$ cat config.mk
export PLATFORM = sky130hd
export DESIGN_NAME = ps2_cursor_tracker
export DESIGN_NICKNAME = d
export VERILOG_FILES = /design/src/rtl/ps2_cursor_tracker.sv
export SDC_FILE = /design/constraint.sdc
export NUM_CORES = 1
export LEC_CHECK = 0
export BUFFER_PORTS_ARGS = -buffer_cell sky130_fd_sc_hd__clkbuf_2
export CORE_MARGIN = 2
export CORE_UTILIZATION = 35
export DETAILED_ROUTE_END_ITERATION = 8
export GPL_TIMING_DRIVEN = 0
export PLACE_DENSITY = 0.52
export REMOVE_ABC_BUFFERS = 1
export SETUP_SLACK_MARGIN = 0.02
export SYNTH_ARGS = -nofsm -noshare
export SYNTH_HDL_FRONTEND = slang
export SYNTH_SLANG_ARGS = --single-unit
export TNS_END_PERCENT = 10
$ cat constraint.sdc
create_clock -name clk -period 2.4 [get_ports clk]
set_input_delay 0.48 -clock clk [delete_from_list [all_inputs] [get_ports clk]]
set_output_delay 0.48 -clock clk [all_outputs]
set_load 0.05 [all_outputs]
$ cat src/rtl/ps2_cursor_tracker.sv
// Turns decoded PS/2 mouse packets into a clamped absolute cursor position with button state and click events.
// A one-entry pending buffer absorbs packets that arrive while the pipeline is busy.
module ps2_cursor_tracker #(
  parameter int SCREEN_W    = 640,
  parameter int SCREEN_H    = 480,
  parameter int START_X     = 320,
  parameter int START_Y     = 240,
  parameter int Y_INVERT    = 1,
  parameter int SPEED_SHIFT = 0
) (
  input  logic       clk,
  input  logic       rst_n,
  input  logic [8:0] mouse_x,
  input  logic [8:0] mouse_y,
  input  logic [2:0] buttons,
  input  logic       packet_ready,
  output logic [9:0] cursor_x,
  output logic [9:0] cursor_y,
  output logic [2:0] buttons_q,
  output logic       cursor_update,
  output logic       left_click,
  output logic       right_click,
  output logic       middle_click,
  output logic       edge_hit,
  output logic [7:0] drop_count,
  output logic       busy
);

  typedef enum logic [1:0] {IDLE, SUM, CLAMP, COMMIT} state_t;

  localparam logic signed [12:0] MAX_X = 13'(SCREEN_W - 1);
  localparam logic signed [12:0] MAX_Y = 13'(SCREEN_H - 1);

  state_t state, state_next;

  logic [8:0]         dx, dy, pend_x, pend_y;
  logic [2:0]         btn, pend_btn;
  logic               pend_valid;
  logic signed [12:0] dx_s, dy_s, sum_x, sum_y, nx, ny;
  logic [9:0]         cx, cy, cx_next, cy_next;
  logic               clamped, clamped_next;
  logic               take_pending;

  assign busy         = (state != IDLE);
  assign take_pending = (state == COMMIT) && pend_valid;

  always_ff @(posedge clk or negedge rst_n) begin
    if (!rst_n) state <= IDLE;
    else        state <= state_next;
  end

  always_comb begin
    state_next = state;
    case (state)
      IDLE:    if (packet_ready) state_next = SUM;
      SUM:     state_next = CLAMP;
      CLAMP:   state_next = COMMIT;
      COMMIT:  state_next = pend_valid ? SUM : IDLE;
      default: state_next = IDLE;
    endcase
  end

  // Deltas are sign-extended to 13 bits before scaling so the sum cannot wrap.
  always_comb begin
    dx_s  = $signed({{4{dx[8]}}, dx}) <<< SPEED_SHIFT;
    dy_s  = $signed({{4{dy[8]}}, dy}) <<< SPEED_SHIFT;
    sum_x = $signed({3'b000, cursor_x}) + dx_s;
    sum_y = (Y_INVERT != 0) ? $signed({3'b000, cursor_y}) - dy_s
                            : $signed({3'b000, cursor_y}) + dy_s;
  end

  always_comb begin
    clamped_next = 1'b0;
    cx_next      = nx[9:0];
    cy_next      = ny[9:0];
    if (nx < 0) begin
      cx_next      = '0;
      clamped_next = 1'b1;
    end else if (nx > MAX_X) begin
      cx_next      = MAX_X[9:0];
      clamped_next = 1'b1;
    end
    if (ny < 0) begin
      cy_next      = '0;
      clamped_next = 1'b1;
    end else if (ny > MAX_Y) begin
      cy_next      = MAX_Y[9:0];
      clamped_next = 1'b1;
    end
  end

  always_ff @(posedge clk or negedge rst_n) begin
    if (!rst_n) begin
      dx         <= '0;
      dy         <= '0;
      btn        <= '0;
      pend_x     <= '0;
      pend_y     <= '0;
      pend_btn   <= '0;
      pend_valid <= 1'b0;
      drop_count <= '0;
      nx         <= '0;
      ny         <= '0;
      cx         <= '0;
      cy         <= '0;
      clamped    <= 1'b0;
    end else begin
      if (state == IDLE && packet_ready) begin
        dx  <= mouse_x;
        dy  <= mouse_y;
        btn <= buttons;
      end else if (take_pending) begin
        dx  <= pend_x;
        dy  <= pend_y;
        btn <= pend_btn;
      end
      // A packet landing on the edge COMMIT drains the buffer refills it without a drop.
      if (state != IDLE && packet_ready) begin
        pend_x     <= mouse_x;
        pend_y     <= mouse_y;
        pend_btn   <= buttons;
        pend_valid <= 1'b1;
        if (pend_valid && !take_pending && drop_count != 8'hFF)
          drop_count <= drop_count + 8'd1;
      end else if (take_pending) begin
        pend_valid <= 1'b0;
      end
      if (state == SUM) begin
        nx <= sum_x;
        ny <= sum_y;
      end
      if (state == CLAMP) begin
        cx      <= cx_next;
        cy      <= cy_next;
        clamped <= clamped_next;
      end
    end
  end

  always_ff @(posedge clk or negedge rst_n) begin
    if (!rst_n) begin
      cursor_x      <= 10'(START_X);
      cursor_y      <= 10'(START_Y);
      buttons_q     <= '0;
      cursor_update <= 1'b0;
      left_click    <= 1'b0;
      right_click   <= 1'b0;
      middle_click  <= 1'b0;
      edge_hit      <= 1'b0;
    end else begin
      cursor_update <= 1'b0;
      left_click    <= 1'b0;
      right_click   <= 1'b0;
      middle_click  <= 1'b0;
      edge_hit      <= 1'b0;
      if (state == COMMIT) begin
        cursor_x      <= cx;
        cursor_y      <= cy;
        buttons_q     <= btn;
        cursor_update <= 1'b1;
        left_click    <= btn[0] & ~buttons_q[0];
        right_click   <= btn[1] & ~buttons_q[1];
        middle_click  <= btn[2] & ~buttons_q[2];
        edge_hit      <= clamped;
      end
    end
  end

endmodule

Word-level counts from Yosys, hierarchy flattened:

Index checks and enable logic that the tools add are counted.

* equality and inequality tests: 5
* reductions and logical operators: 11
* bitwise operators: 6
* add/subtract/negate cells: 3
* $lt $le $gt $ge: 4
* muxes and demuxes: 24

Operators with widths (number)
* 10-bit 2-to-1 mux: 4
* 9-bit 2-to-1 mux: 4
* 12-bit by 1-bit less-than comparator with 1-bit output (second input constant): 2
* 11-bit by 9-bit adder with 12-bit output: 1
* 12-bit by 10-bit greater-than comparator with 1-bit output (second input constant): 1
* 12-bit by 11-bit greater-than comparator with 1-bit output (second input constant): 1
* 1-bit 2-to-1 mux: 12
* 11-bit by 9-bit subtractor with 12-bit output: 1
* 8-bit by 1-bit adder with 8-bit output (second input constant): 1
* 8-bit != test (second input constant): 1
* 2-bit case mux with 4 select lines: 1
* 3-bit 2-to-1 mux: 2
* 2-bit nonzero test: 3
* 1-bit logical AND: 5
* 2-bit == test (second input constant): 2
* 1-bit bitwise AND: 3
* 1-bit inverter: 3
* 2-bit by 1-bit == test with 1-bit output (second input constant): 1
* 2-bit logical NOT: 1
* 2-bit 2-to-1 mux: 1
* 2-bit != test (second input constant): 1
* 2-bit AND reduction: 1
* 1-bit logical NOT: 1

* output and inout bits: 37
* register bits: 126
* input port bits: 24
* word-level logic and storage cells: 75

Longest topological paths before layout:

* word-level depth: 6
* depth in mapped cells: 8
* mapped depth without buffers: 8

Worst setup path before layout:

No wires, ideal clock.

* kind: register -> register
* start: reg cursor_x[0]
* end: reg nx[10]
* data arrival time: 2.261 ns
* setup time: 0.096 ns
* buffers on the path: 0
* cell stages (with the launch flop): 8
* period minus slack after synthesis: 2.356 ns
* setup slack: 0.044 ns
* cell sequence: dfrtp_1 -> ha_1 -> fa_1 -> a211oi_2 -> o21ai_2 -> and3_4 -> o31a_1 -> o31ai_1

* longest elaborated chain between the ends: 1

RTL lines
* from (decl): RTL line 17 `output logic [9:0] cursor_x,`
* from (signal assigned): RTL line 142 `cursor_x <= 10'(START_X);`
* 11-bit by 9-bit adder with 12-bit output: RTL line 67 `sum_x = $signed({3'b000, cursor_x}) + dx_s;`
* to (signal assigned): RTL line 129 `nx <= sum_x;`
* to (decl): RTL line 39 `logic signed [12:0] dx_s, dy_s, sum_x, sum_y, nx, ny;`

Every way passes these cells.
A chain may end at the register's enable or synchronous reset.

Final worst setup path:

Same ends and word-level chain as after synthesis.

==> impl_metrics.toml <==
[detailed_routing]
vias = 4258
drc = 0
vias_per_cell = 5.05
first_iter_violations = 285
wl_per_cell_um = 16.2
finalWirelength_mm = 13.6
drtAntennaViolNets = 0
dr.pass1.iters = 4

[critical_path]
cp-start-kind = "register"
r2r-start = "cursor_x[0]"
critPathMaxFanout = 3
required_ps = 2730
crit_path_end_kind = "register"
r2r-end = "nx[10]"
critPathKind = "register to register"
reg2reg_depth = 7
arrival_ps = 2540
rrSetupSlack_ps = 190

[global_routing]
grt_pass1_vias = 4375
grt_overflow_total = 0
antenna_found_initial = 0
grt_usage_pct = 15.6
grt_pass1_wl_mm = 22.3
grt_max_degree = 65

[floorplanning]
rows = 48
start_util_pct = 35.7
die_x_um = 137
core-area_mm2 = 0.0173
die_y_um = 137
ioPinCount = 61
dieArea_mm2 = 0.0187

[logic_synthesis]
syn-instance-count = 547
synth-async-reset-ratio_pct = 100
synth_cell_types = 56
synth_seq_cells = 126
synth-warning-count = 0
synth_edf_count = 0
netlist_area_mm2 = 0.00618
ys.flop_type = "dfrtp_1"
avgSynthCellArea_um2 = 11.3
synth_seq_area_share_pct = 51.1

[finish]
area_delta_synth_final_pct = 19.2
final_cell_mix = "dfrtp_1, mux2_2, clkbuf_2"
nets = 659
fill_cells = 1705
finalNonFillerCells = 843
diodes = 0
final_common_cell = "dfrtp_1"
stdcell_area_mm2 = 0.00737
final_layout_size_suffix_gt1_share_pct = 30.4

[cts]
clockBufferDepth = 2
clock_sinks = 126
clk_pin_slew_ps = 50
numCtsBuffers = 17
cts_tree = "done"
htree_num_levels = 4
hold_buffers = 0
clk_latency_ps = 430
cts_root_buf = "clkbuf_16"

[place]
dp_cells = 810
dpl_cell_area_mm2 = 0.00672
pre_cts_ws_ps = -1130
port_buffers = 60
dp_hpwl_mm = 8.95
globalplace.congestion = 0.848

[timing]
holdWs_ps = 27.2
period_share_pct = 92.2
worst_slew_pin_slew_ps = 1240
maxSlewViolCount = 0
slew_headroom_pct = 17.4
clock.fmax_ghz = 0.452
skew_ps = 9.96
setup_viol = 0
hold_viol = 0
rsz0062_at_grt = "false"
fin_crit_ps = 2210
worst_slack_ps = 187

[outcome]
status = "complete, no violations"

[hold_path]
hold_path_class = "primary input to async pin"

[job]
cap_viol_max_count = 0
==> worst max path at each step <==
stage,start,end,cells past startpoint
2_1_floorplan,state[0],drop_count[6],6
3_3_place_gp,state[0],drop_count[6],6
3_5_place_dp,state[1],ny[10],7
4_1_cts,state[0],drop_count[7],7
5_1_grt,cursor_x[0],nx[10],7
6_report,cursor_x[0],nx[10],7
==> state kept, by name, indices dropped and copies added, names as in the netlist <==
name and cells:
middle_click 1, pend_valid 1, cursor_update 1, nx 12, edge_hit 1, buttons_q 3, cy 10, btn 3
right_click 1, drop_count 8, cx 10, dy 9, cursor_y 10, state 2, cursor_x 10, pend_x 9
ny 12, dx 9, left_click 1, pend_y 9, pend_btn 3, clamped 1
==> cell type report <==
cell class / instances / area [um2] / area share, %
Multi-Input combinational cell: 372 / 2910 / 39.5
Clock buffer: 21 / 460 / 6.25
Clock inverter: 11 / 116 / 1.58
Timing Repair Buffer: 61 / 337 / 4.57
Tap cell: 225 / 282 / 3.82
Sequential cell: 126 / 3160 / 42.9
Inverter: 27 / 104 / 1.41
==> per-stage QoR <==
stage | util [%] | setup TNS, ps
3_5_place_dp | 38.8 | -11310
6_report | 42.6 | 0
5_1_grt | 42.6 | 0
2_1_floorplan | - | -2460
4_1_cts | 42.4 | 0
3_3_place_gp | 38.6 | -207320
==> cells in the mapped netlist (2+ instances only) <==
| cell type | instances | share of area [%] |
|---|---|---|
| dfrtp_1 | 120 | 49 |
| mux2_2 | 67 | 12 |
| nor2_1 | 48 | 2.9 |
| o21ai_0 | 38 | 3.1 |
| nand2_1 | 37 | 2.2 |
| ha_1 | 28 | 5.7 |
| inv_1 | 26 | 1.6 |
| mux2i_1 | 24 | 3.9 |
| clkbuf_1 | 18 | 1.1 |
| nand3_1 | 14 | 1.1 |
| a21oi_1 | 13 | 1.1 |
| xnor2_1 | 11 | 1.6 |
| a21o_1 | 9 | 1.1 |
| nor3_1 | 7 | 0.57 |
| dfstp_2 | 6 | 2.6 |
| xor2_1 | 6 | 0.85 |
| a211oi_1 | 5 | 0.61 |
| buf_2 | 5 | 0.40 |
| nor2b_1 | 5 | 0.51 |
| a31oi_1 | 4 | 0.40 |
| and3_1 | 4 | 0.40 |
| o21a_1 | 4 | 0.49 |
| nand2b_1 | 3 | 0.30 |
| nand4_1 | 3 | 0.30 |
| nor3b_1 | 3 | 0.36 |
| a211oi_2 | 2 | 0.40 |
| and2_1 | 2 | 0.20 |
| fa_1 | 2 | 0.65 |
| nor4_1 | 2 | 0.20 |
| o2111ai_1 | 2 | 0.28 |
| o21ai_2 | 2 | 0.28 |
| o31a_1 | 2 | 0.28 |
| o31ai_1 | 2 | 0.24 |
==> per-layer routing <==
metal / vias to the layer above / GRT usage (%) / wire length [um] / share of wire, %
li1: 2043 / - / - / -
met1: 2133 / 21.2 / 6430 / 47
met2: 66 / 23.9 / 6510 / 48
met3: 16 / 4.22 / 528 / 3.9
met4: 0 / 5.84 / 180 / 1.3
met5: - / 0 / 0 / 0
==> cell families (layout without fill, tap and decap cells) <==
group,after synthesis,after routing,synth area share [%]
buffers and inverters,50,120,3.14
AO/OA/AOI/OAI,99,99,11.0
flip-flops,126,126,51.1
multiplexers,91,91,16.1
AND/OR/NAND/NOR,134,135,9.94
adder cells (fa/ha/maj),30,30,6.32
XOR/XNOR,17,17,2.41
==> critical path: stages (launching register included) <==
cell and delay, ps:
dfrtp_1 400, ha_1 260, fa_2 410, a211oi_4 270, o21ai_2 120, and3_4 190, o31a_1 240, o31ai_1 220
==> repair_timing <==
action                     4_1_cts  5_1_grt
setup buffers                    0        0
cloned                           0        1
gates resized for setup          8        4
setup endpoints to repair       39       23
pin swaps                        1        0
Power is left out: the tool's default activity adds up to more than one toggle a clock period on the data nets, which glitch-free logic cannot reach.
